<file path="config.mk">
export PLATFORM = sky130hd
export DESIGN_NAME = machine_config_solver
export DESIGN_NICKNAME = d
export VERILOG_FILES = /design/src/rtl/machine_cfg_pkg.sv /design/src/rtl/gf2_pivot_step.sv /design/src/rtl/popcount.sv /design/src/rtl/machine_config_solver.sv
export SDC_FILE = /design/constraint.sdc
export NUM_CORES = 2
export LEC_CHECK = 0
export ABC_AREA = 1
export CORE_MARGIN = 8
export CORE_UTILIZATION = 45
export CTS_CLUSTER_DIAMETER = 120
export CTS_CLUSTER_SIZE = 16
export DETAILED_ROUTE_END_ITERATION = 16
export DONT_BUFFER_PORTS = 1
export SLEW_MARGIN = 15
export SYNTH_ARGS = -nofsm -noshare
export SYNTH_HDL_FRONTEND = slang
export SYNTH_SLANG_ARGS = --single-unit
</file>
<file path="constraint.sdc">
create_clock -name clk -period 24.2 [get_ports clk]
set_input_delay 7.26 -clock clk [delete_from_list [all_inputs] [get_ports clk]]
set_output_delay 7.26 -clock clk [all_outputs]
set_load 0.01 [all_outputs]
</file>
<file path="src/rtl/machine_cfg_pkg.sv">
// Shared types and helpers for the GF(2) machine configuration solver.
// Latency: n/a (types and constant functions only).
// Backpressure: n/a.
package machine_cfg_pkg;

  localparam int DEF_NUM_LIGHTS  = 10;
  localparam int DEF_NUM_BUTTONS = 13;

  typedef enum logic [2:0] {
    IDLE,
    LOAD,
    ELIM,
    CHECK,
    ENUM,
    EMIT
  } state_t;

  // One augmented matrix row: button columns plus the target bit on top.
  typedef logic [DEF_NUM_BUTTONS:0] row_t;

  // Index/count width that never collapses to zero bits.
  function automatic int clog2_min1(input int n);
    return (n <= 1) ? 1 : $clog2(n);
  endfunction

endpackage

</file>
<file path="src/rtl/gf2_pivot_step.sv">
// One Gauss-Jordan column step over GF(2): pivot search, swap into place, XOR elimination.
// Latency: combinational.
// Backpressure: none; the caller decides when to commit o_rows.
module gf2_pivot_step
  import machine_cfg_pkg::*;
#(
  parameter int NL = 10,
  parameter int NB = 13,
  parameter int LW = clog2_min1(NL + 1),
  parameter int BW = clog2_min1(NB + 1)
) (
  input  logic [NL-1:0][NB:0] i_rows,
  input  logic [BW-1:0]       i_col,
  input  logic [LW-1:0]       i_prow,
  input  logic [LW-1:0]       i_nl,
  output logic [NL-1:0][NB:0] o_rows,
  output logic                o_found
);

  logic [LW-1:0]       w_sel;
  logic [NB:0]         w_piv;
  logic [NL-1:0][NB:0] w_swapped;

  // Lowest active row at or below the pivot position with the column bit set;
  // scanning downward from the top index lets the lowest match win.
  always_comb begin
    o_found = 1'b0;
    w_sel   = '0;
    for (int r = NL - 1; r >= 0; r--) begin
      if (r >= int'(i_prow) && r < int'(i_nl) && i_rows[r][i_col]) begin
        o_found = 1'b1;
        w_sel   = LW'(r);
      end
    end
  end

  // Swap the pivot row into place, then clear the column from every other active row.
  always_comb begin
    w_piv             = i_rows[w_sel];
    w_swapped         = i_rows;
    w_swapped[w_sel]  = i_rows[i_prow];
    w_swapped[i_prow] = w_piv;
    o_rows            = i_rows;
    if (o_found) begin
      o_rows = w_swapped;
      for (int r = 0; r < NL; r++) begin
        if (r != int'(i_prow) && r < int'(i_nl) && w_swapped[r][i_col]) begin
          o_rows[r] = w_swapped[r] ^ w_piv;
        end
      end
    end
  end

endmodule

</file>
<file path="src/rtl/popcount.sv">
// Population count of a bit vector.
// Latency: combinational.
// Backpressure: none (pure function of the input).
module popcount
  import machine_cfg_pkg::*;
#(
  parameter int W = 13
) (
  input  logic [W-1:0]                  i_bits,
  output logic [clog2_min1(W+1)-1:0]    o_count
);

  localparam int CW = clog2_min1(W + 1);

  // Sum every set bit.
  always_comb begin
    o_count = '0;
    for (int i = 0; i < W; i++) begin
      o_count = o_count + CW'(i_bits[i]);
    end
  end

endmodule

</file>
<file path="src/rtl/machine_config_solver.sv">
// Streaming GF(2) solver: RREF one column per cycle, then exhaustive free-variable search for min presses.
// Latency: 2 + num_buttons (+ 2^free when feasible) cycles from input handshake to out_valid.
// Backpressure: in_ready only in IDLE; result held stable in EMIT until out_ready.
module machine_config_solver
  import machine_cfg_pkg::*;
#(
  parameter int MAX_NUM_LIGHTS  = DEF_NUM_LIGHTS,
  parameter int MAX_NUM_BUTTONS = DEF_NUM_BUTTONS,
  parameter int MAX_FREE        = MAX_NUM_BUTTONS,
  parameter int SUM_W           = 32
) (
  input  logic                                        clk,
  input  logic                                        rst_n,
  input  logic                                        in_valid,
  output logic                                        in_ready,
  input  logic [clog2_min1(MAX_NUM_LIGHTS+1)-1:0]     num_lights,
  input  logic [clog2_min1(MAX_NUM_BUTTONS+1)-1:0]    num_buttons,
  input  logic [MAX_NUM_BUTTONS-1:0][MAX_NUM_LIGHTS-1:0] buttons,
  input  logic [MAX_NUM_LIGHTS-1:0]                   target,
  output logic                                        out_valid,
  input  logic                                        out_ready,
  output logic [clog2_min1(MAX_NUM_BUTTONS+1)-1:0]    out_presses,
  output logic [MAX_NUM_BUTTONS-1:0]                  out_mask,
  output logic                                        out_infeasible,
  output logic [SUM_W-1:0]                            total_presses,
  input  logic                                        total_clear
);

  localparam int L  = MAX_NUM_LIGHTS;
  localparam int B  = MAX_NUM_BUTTONS;
  localparam int LW = clog2_min1(L + 1);
  localparam int BW = clog2_min1(B + 1);
  localparam int KW = MAX_FREE + 1;
  localparam logic [KW-1:0] K_ONE = KW'(1);

  state_t               r_state, w_next;
  logic                 r_in_ready;
  logic [L-1:0][B:0]    r_rows;
  logic [LW-1:0]        r_nl, r_prow;
  logic [BW-1:0]        r_nb, r_col, r_nfree;
  logic [L-1:0][BW-1:0] r_pivot_of;
  logic [B-1:0]         r_free_mask;
  logic [KW-1:0]        r_k;
  logic [BW-1:0]        r_best_cnt;
  logic [B-1:0]         r_best_mask;
  logic                 r_out_valid, r_out_inf;
  logic [BW-1:0]        r_out_presses;
  logic [B-1:0]         r_out_mask;
  logic [SUM_W-1:0]     r_total;

  logic [L-1:0][B:0]    w_load_rows, w_step_rows;
  logic                 w_step_found, w_infeasible, w_elim_last, w_k_last;
  logic                 w_in_hs, w_out_hs;
  logic [BW-1:0]        w_free_cnt, w_cnt, w_best_cnt_nxt, w_j;
  logic [B-1:0]         w_free_x, w_x, w_best_mask_nxt;
  logic [SUM_W:0]       w_sum;
  logic [SUM_W-1:0]     w_total_sat;

  assign in_ready       = r_in_ready;
  assign out_valid      = r_out_valid;
  assign out_presses    = r_out_presses;
  assign out_mask       = r_out_mask;
  assign out_infeasible = r_out_inf;
  assign total_presses  = r_total;

  assign w_in_hs     = in_valid & r_in_ready;
  assign w_out_hs    = r_out_valid & out_ready;
  assign w_elim_last = (r_col == r_nb - BW'(1));
  assign w_k_last    = (r_k == ((K_ONE << r_nfree) - K_ONE));
  assign w_sum       = {1'b0, r_total} + (SUM_W + 1)'(r_out_presses);
  assign w_total_sat = w_sum[SUM_W] ? {SUM_W{1'b1}} : w_sum[SUM_W-1:0];

  gf2_pivot_step #(.NL(L), .NB(B), .LW(LW), .BW(BW)) u_step (
    .i_rows  (r_rows),
    .i_col   (r_col),
    .i_prow  (r_prow),
    .i_nl    (r_nl),
    .o_rows  (w_step_rows),
    .o_found (w_step_found)
  );

  popcount #(.W(B)) u_free_cnt (
    .i_bits  (r_free_mask),
    .o_count (w_free_cnt)
  );

  popcount #(.W(B)) u_cand_cnt (
    .i_bits  (w_x),
    .o_count (w_cnt)
  );

  // Build the augmented matrix from the descriptor; inactive rows/columns stay zero.
  always_comb begin
    w_load_rows = '0;
    for (int r = 0; r < L; r++) begin
      if (r < int'(num_lights)) begin
        w_load_rows[r][B] = target[r];
        for (int c = 0; c < B; c++) begin
          if (c < int'(num_buttons)) w_load_rows[r][c] = buttons[c][r];
        end
      end
    end
  end

  // A zero-variable row below the rank with a set target bit means no solution.
  always_comb begin
    w_infeasible = 1'b0;
    for (int r = 0; r < L; r++) begin
      if (r >= int'(r_prow) && r < int'(r_nl) && r_rows[r][B]) w_infeasible = 1'b1;
    end
  end

  // Candidate assignment: free columns take k's bits in ascending order, pivots follow from RREF.
  always_comb begin
    w_free_x = '0;
    w_j      = '0;
    for (int c = 0; c < B; c++) begin
      if (r_free_mask[c]) begin
        if (int'(w_j) < KW) w_free_x[c] = r_k[w_j];
        w_j = w_j + BW'(1);
      end
    end
    w_x = w_free_x;
    for (int r = 0; r < L; r++) begin
      if (r < int'(r_prow)) begin
        w_x[r_pivot_of[r]] = r_rows[r][B] ^ (^(r_rows[r][B-1:0] & w_free_x));
      end
    end
  end

  // Strictly-smaller update keeps the earliest k on ties.
  always_comb begin
    w_best_cnt_nxt  = r_best_cnt;
    w_best_mask_nxt = r_best_mask;
    if (w_cnt < r_best_cnt) begin
      w_best_cnt_nxt  = w_cnt;
      w_best_mask_nxt = w_x;
    end
  end

  // State register.
  always_ff @(posedge clk) begin
    if (!rst_n) r_state <= IDLE;
    else        r_state <= w_next;
  end

  // Next-state logic.
  always_comb begin
    w_next = r_state;
    case (r_state)
      IDLE:    if (w_in_hs) w_next = LOAD;
      LOAD:    w_next = (r_nb == '0) ? CHECK : ELIM;
      ELIM:    if (w_elim_last) w_next = CHECK;
      CHECK:   w_next = w_infeasible ? EMIT : ENUM;
      ENUM:    if (w_k_last) w_next = EMIT;
      EMIT:    if (out_ready) w_next = IDLE;
      default: w_next = IDLE;
    endcase
  end

  // Datapath, result registers and the saturating running total.
  always_ff @(posedge clk) begin
    if (!rst_n) begin
      r_in_ready    <= 1'b0;
      r_rows        <= '0;
      r_nl          <= '0;
      r_nb          <= '0;
      r_col         <= '0;
      r_prow        <= '0;
      r_pivot_of    <= '0;
      r_free_mask   <= '0;
      r_nfree       <= '0;
      r_k           <= '0;
      r_best_cnt    <= '1;
      r_best_mask   <= '0;
      r_out_valid   <= 1'b0;
      r_out_inf     <= 1'b0;
      r_out_presses <= '0;
      r_out_mask    <= '0;
      r_total       <= '0;
    end else begin
      r_in_ready <= (w_next == IDLE);
      case (r_state)
        IDLE: begin
          if (w_in_hs) begin
            r_rows <= w_load_rows;
            r_nl   <= num_lights;
            r_nb   <= num_buttons;
          end
        end
        LOAD: begin
          r_col       <= '0;
          r_prow      <= '0;
          r_free_mask <= '0;
          r_pivot_of  <= '0;
        end
        ELIM: begin
          if (w_step_found) begin
            r_rows             <= w_step_rows;
            r_pivot_of[r_prow] <= r_col;
            r_prow             <= r_prow + LW'(1);
          end else begin
            r_free_mask[r_col] <= 1'b1;
          end
          if (!w_elim_last) r_col <= r_col + BW'(1);
        end
        CHECK: begin
          r_k         <= '0;
          r_best_cnt  <= '1;
          r_best_mask <= '0;
          r_nfree     <= w_free_cnt;
          if (w_infeasible) begin
            r_out_valid   <= 1'b1;
            r_out_inf     <= 1'b1;
            r_out_presses <= '0;
            r_out_mask    <= '0;
          end
        end
        ENUM: begin
          r_best_cnt  <= w_best_cnt_nxt;
          r_best_mask <= w_best_mask_nxt;
          if (w_k_last) begin
            r_out_valid   <= 1'b1;
            r_out_inf     <= 1'b0;
            r_out_presses <= w_best_cnt_nxt;
            r_out_mask    <= w_best_mask_nxt;
          end else begin
            r_k <= r_k + K_ONE;
          end
        end
        EMIT: begin
          if (out_ready) r_out_valid <= 1'b0;
        end
        default: ;
      endcase
      if (w_out_hs && total_clear) r_total <= r_out_inf ? '0 : SUM_W'(r_out_presses);
      else if (total_clear)        r_total <= '0;
      else if (w_out_hs && !r_out_inf) r_total <= w_total_sat;
    end
  end

endmodule

</file>
==> results.md <==
- Post-synthesis mux area share: 0%
- Number of buffers added on ports: 0
- Max incr delay on CP: just over 0.8 ns
- Status: finished, final reports clean
- RD Place Congestion: between 1 and 1.5
- Post-detail-place hpwl: approximately 120000 µm
- Reg power frac: between 10% and 20%
- Critical path class: flop to flop
- Fin Setup TNS: 0 ns
- GRT Overall Usage: between 30 and 40%
- Critical Path Source: r_free_mask[0]
- Worst min-delay path category: flop to flop
- Synthesis-stage register bit count: about 300
- Initial antenna violation count: 8
- Main combinational cell family by area after synthesis: simple AND/OR/NAND/NOR gates
- Largest net degree at the start of global routing: around 170
- Ys flop type: dfxtp_1
- Crit-path max FO: 26
- Grt ovf: 0
- Crit path launch type: flop
- Grt met2 use: around 55%
- Filler instances: roughly 8200
- Critical-path top delay cell: xor2_1
- Min-delay src: r_best_mask[1]
- Syn Nets: ~6300
- Fin worst setup slack: ~10 ns
- Clk_lat worst skew: around 0.62 ns
- First-pass GRT wire length: 250200 µm
- Die W: roughly 290 µm
- 1st-iter DRT viols: between 5000 and 6000
- Worst clock skew: about 0.049 ns
- Post-CTS Setup Bufs: 0
- Worst path bufs/invs: 9
- Detailed-route wire length per cell: between 20 and 30 µm
- GR met3 Demand/Resource: between 10% and 20%
- Post_cts resized: 0
- Netlist Area Pre-Place: 33760 µm²
- Final Hold Fails: 0
- Die height: 289.9 µm
- RR Startpoint: r_free_mask[0]
- Simple-Gate Fraction of Synth Area: a little over a third
- Number of global-route vias before repair: roughly 37000
- Routed Antenna Nets: 0
- TritonCTS clock tree: yes
- # IOs: ~210
- 1st-pass router iterations: 8
- Commonest non-fill, non-tap cells in the layout: 1747 x nand2_1, 674 x inv_1, 580 x a21oi_1
- Row cnt: 100
- Synth Area in Adders: approximately 2.5%
- Slew margin rel.: between 2 and 2.5%
- Crit end category: flop
- DRC violations left: 0
- Fmax: 69.67 MHz
- Seq/Total Area, Yosys: 17.73%
- Synth unique cells: 63
- Post-Place Worst Slack: 10.01 ns
- CP delay by family, top: adder cells
- NetSw: ~0.0029 W
- CP arrival: about 15 ns
- Mean Syn Cell Area: about 5.6 µm²
- Clk pwr share: 8.9%
- Vias per inst: a little over 6
- Area growth from synthesis to layout: 3.714%
- Crit path time final: around 14 ns
- Setup violations, final: 0
- Commonest non-fill, non-tap cell in the layout: nand2_1
- Sequential Area: between 5000 and 6000 µm²
- Post-cts hold buffer count: 0
- Cell mode on critical path: nand2_1
- Unrepaired setup endpoints after global routing: false
- Fin. max-slew vios: 0
- Sw Ratio: ~64%
- Layout cells sized above 1: 4.618%
- Post-synth ARST share: 0%
- Slew of the pin with the lowest slew margin: 1.462 ns
- Worst-path clk slew: 0.08 ns
- Final #Nets: roughly 6000
- P_int: between 0.0015 and 0.002 W
- TritonCTS buffer count: 24
- CTS Buffer Depth: 3
- Synth Warn #: 0
- Core ar.: approximately 74000 µm²
- Most used routing layer: met2
- WHS: roughly 0.47 ns
- CTS Sinks: approximately 300
- Full die area: approximately 84000 µm²
- Post-Route WL: between 150000 and 200000 µm
- VDD IR-drop max: approximately 0.12 mV
- H-tree depth: 1
- Final core utilization: between 40% and 50%
- Root buf cell: clkbuf_16
- Gate power share: roughly 73%
- Syn Inst Count: just over 6000
- Via count: roughly 42000
- LEAKAGE: 15.67 nW
- GRT met1 Usage: 50.85%
- Power per cell area: between 100 and 150 nW/µm²
- Starting density of the core: 45.42%
- Multi-input gate area: around 24000 µm²
- Max_cap viols: 0
- EDFF count, synth: 0
- Compound-Gate Fraction of Synth Area: between 20 and 25%
- Crit share post-route: between 50% and 60%
- Worst path required time: roughly 25 ns
- Post-synthesis xor/xnor area fraction: 6.761%
per-stage QoR:
stage / instance area (µm²) / power (W) / cells
3_3_place_gp: 34290 / 0.003875 / 6804
4_1_cts: 34970 / 0.004298 / 6836
5_1_grt: 35000 / 0.004666 / 6840
6_report: 35010 / 0.004489 / 6844
2_1_floorplan: 33760 / 0.002740 / 6075
3_5_place_dp: 34290 / 0.003886 / 6804
cells by family after synthesis:
family	count (synthesis)
AOI/OAI and AO/OA	1479
xor gates and xnor gates	259
adders and majority gates	59
buffers and inverters	1072
DFF	299
and+or+nand+nor	2907
Yosys cell counts (6+ instances only):
master	count	area, µm²
a211oi_1	59	442.9
a21boi_0	10	75.07
a21oi_1	581	2908
a221oi_1	11	96.34
a22oi_1	9	67.56
a31oi_1	119	744.5
a41oi_1	26	227.7
buf_1	26	97.59
buf_2	93	465.5
buf_4	9	67.56
buf_6	7	78.83
clkbuf_1	199	747.0
clkinv_1	17	63.81
dfxtp_1	299	5986
fa_1	15	300.3
ha_1	44	550.5
inv_1	676	2537
inv_2	42	157.7
nand2_1	1749	6565
nand2_2	16	100.1
nand2_8	6	120.1
nand3_1	465	2327
nand3_2	8	80.08
nand3b_1	16	120.1
nand4_1	30	187.7
nor2_1	524	1967
nor2_2	17	106.4
nor3_1	31	155.2
nor4_1	10	62.56
o211ai_1	34	255.2
o21ai_0	479	2397
o21ai_1	34	170.2
o21bai_1	6	45.04
o221ai_1	43	376.6
o22ai_1	32	200.2
o31ai_1	17	127.6
or2_2	13	81.33
xnor2_1	50	437.9
xor2_1	208	1822
final cells by class:
class,count,share of cell area (%)
Antenna cell,7,0.05003
Clock buffer,25,1.726
Clock inverter,7,0.1966
Inverter,737,7.927
Multi-Input combinational cell,4704,67.41
Sequential cell,299,17.11
Tap cell,969,3.463
Timing Repair Buffer,96,2.116
flip-flops by register name, indices dropped and copies added, names as in the netlist, 3 cells and up:
register and flops:
r_best_cnt 4, total_presses 32, r_col 4, r_k 14
r_rows 140, r_best_mask 13, r_nfree 4, r_state 3
r_pivot_of 40, r_nl 4, r_free_mask 13, r_prow 4
r_nb 4, out_mask 13, out_presses 4
path summary, 6_finish.rpt:
path / to / slack (ns) / depth (start not counted)
hold / removal: r_best_mask[1] / 0.47 / 2
setup / recovery: r_best_mask[4] / 9.85 / 64
hold reg to reg: r_best_mask[1] / 0.47 / 2
setup reg to reg: r_best_mask[4] / 9.85 / 64
power by group through the flow:
| stage | registers [W] | logic [W] | clock network (W) |
|---|---|---|---|
| 6_report | 0.000809 | 0.00328 | 0.000402 |
| 5_1_grt | 0.000799 | 0.00345 | 0.000420 |
| 4_1_cts | 0.000786 | 0.00310 | 0.000408 |
| 3_3_place_gp | 0.000798 | 0.00308 | 0 |
| 3_5_place_dp | 0.000796 | 0.00309 | 0 |
| 2_1_floorplan | 0.000673 | 0.00207 | 0 |
per-layer routing:
layer | routed length [µm] | up-vias
li1 | - | 19470
met1 | 69590 | 19260
met2 | 68600 | 2629
met3 | 22550 | 608
met4 | 12450 | 4
met5 | 24 | -
worst reg2reg max path, delay by kind of cell (launching register included):
family                   cells  cell delay, ns
AO/OA/AOI/OAI                7            1.09
XOR/XNOR                     2            1.02
adder cells (fa/ha/maj)     19            6.75
buffers and inverters        9            1.26
flip-flops                   1            0.39
AND/OR/NAND/NOR             27            3.71
Power figures use the tool's default switching activity.
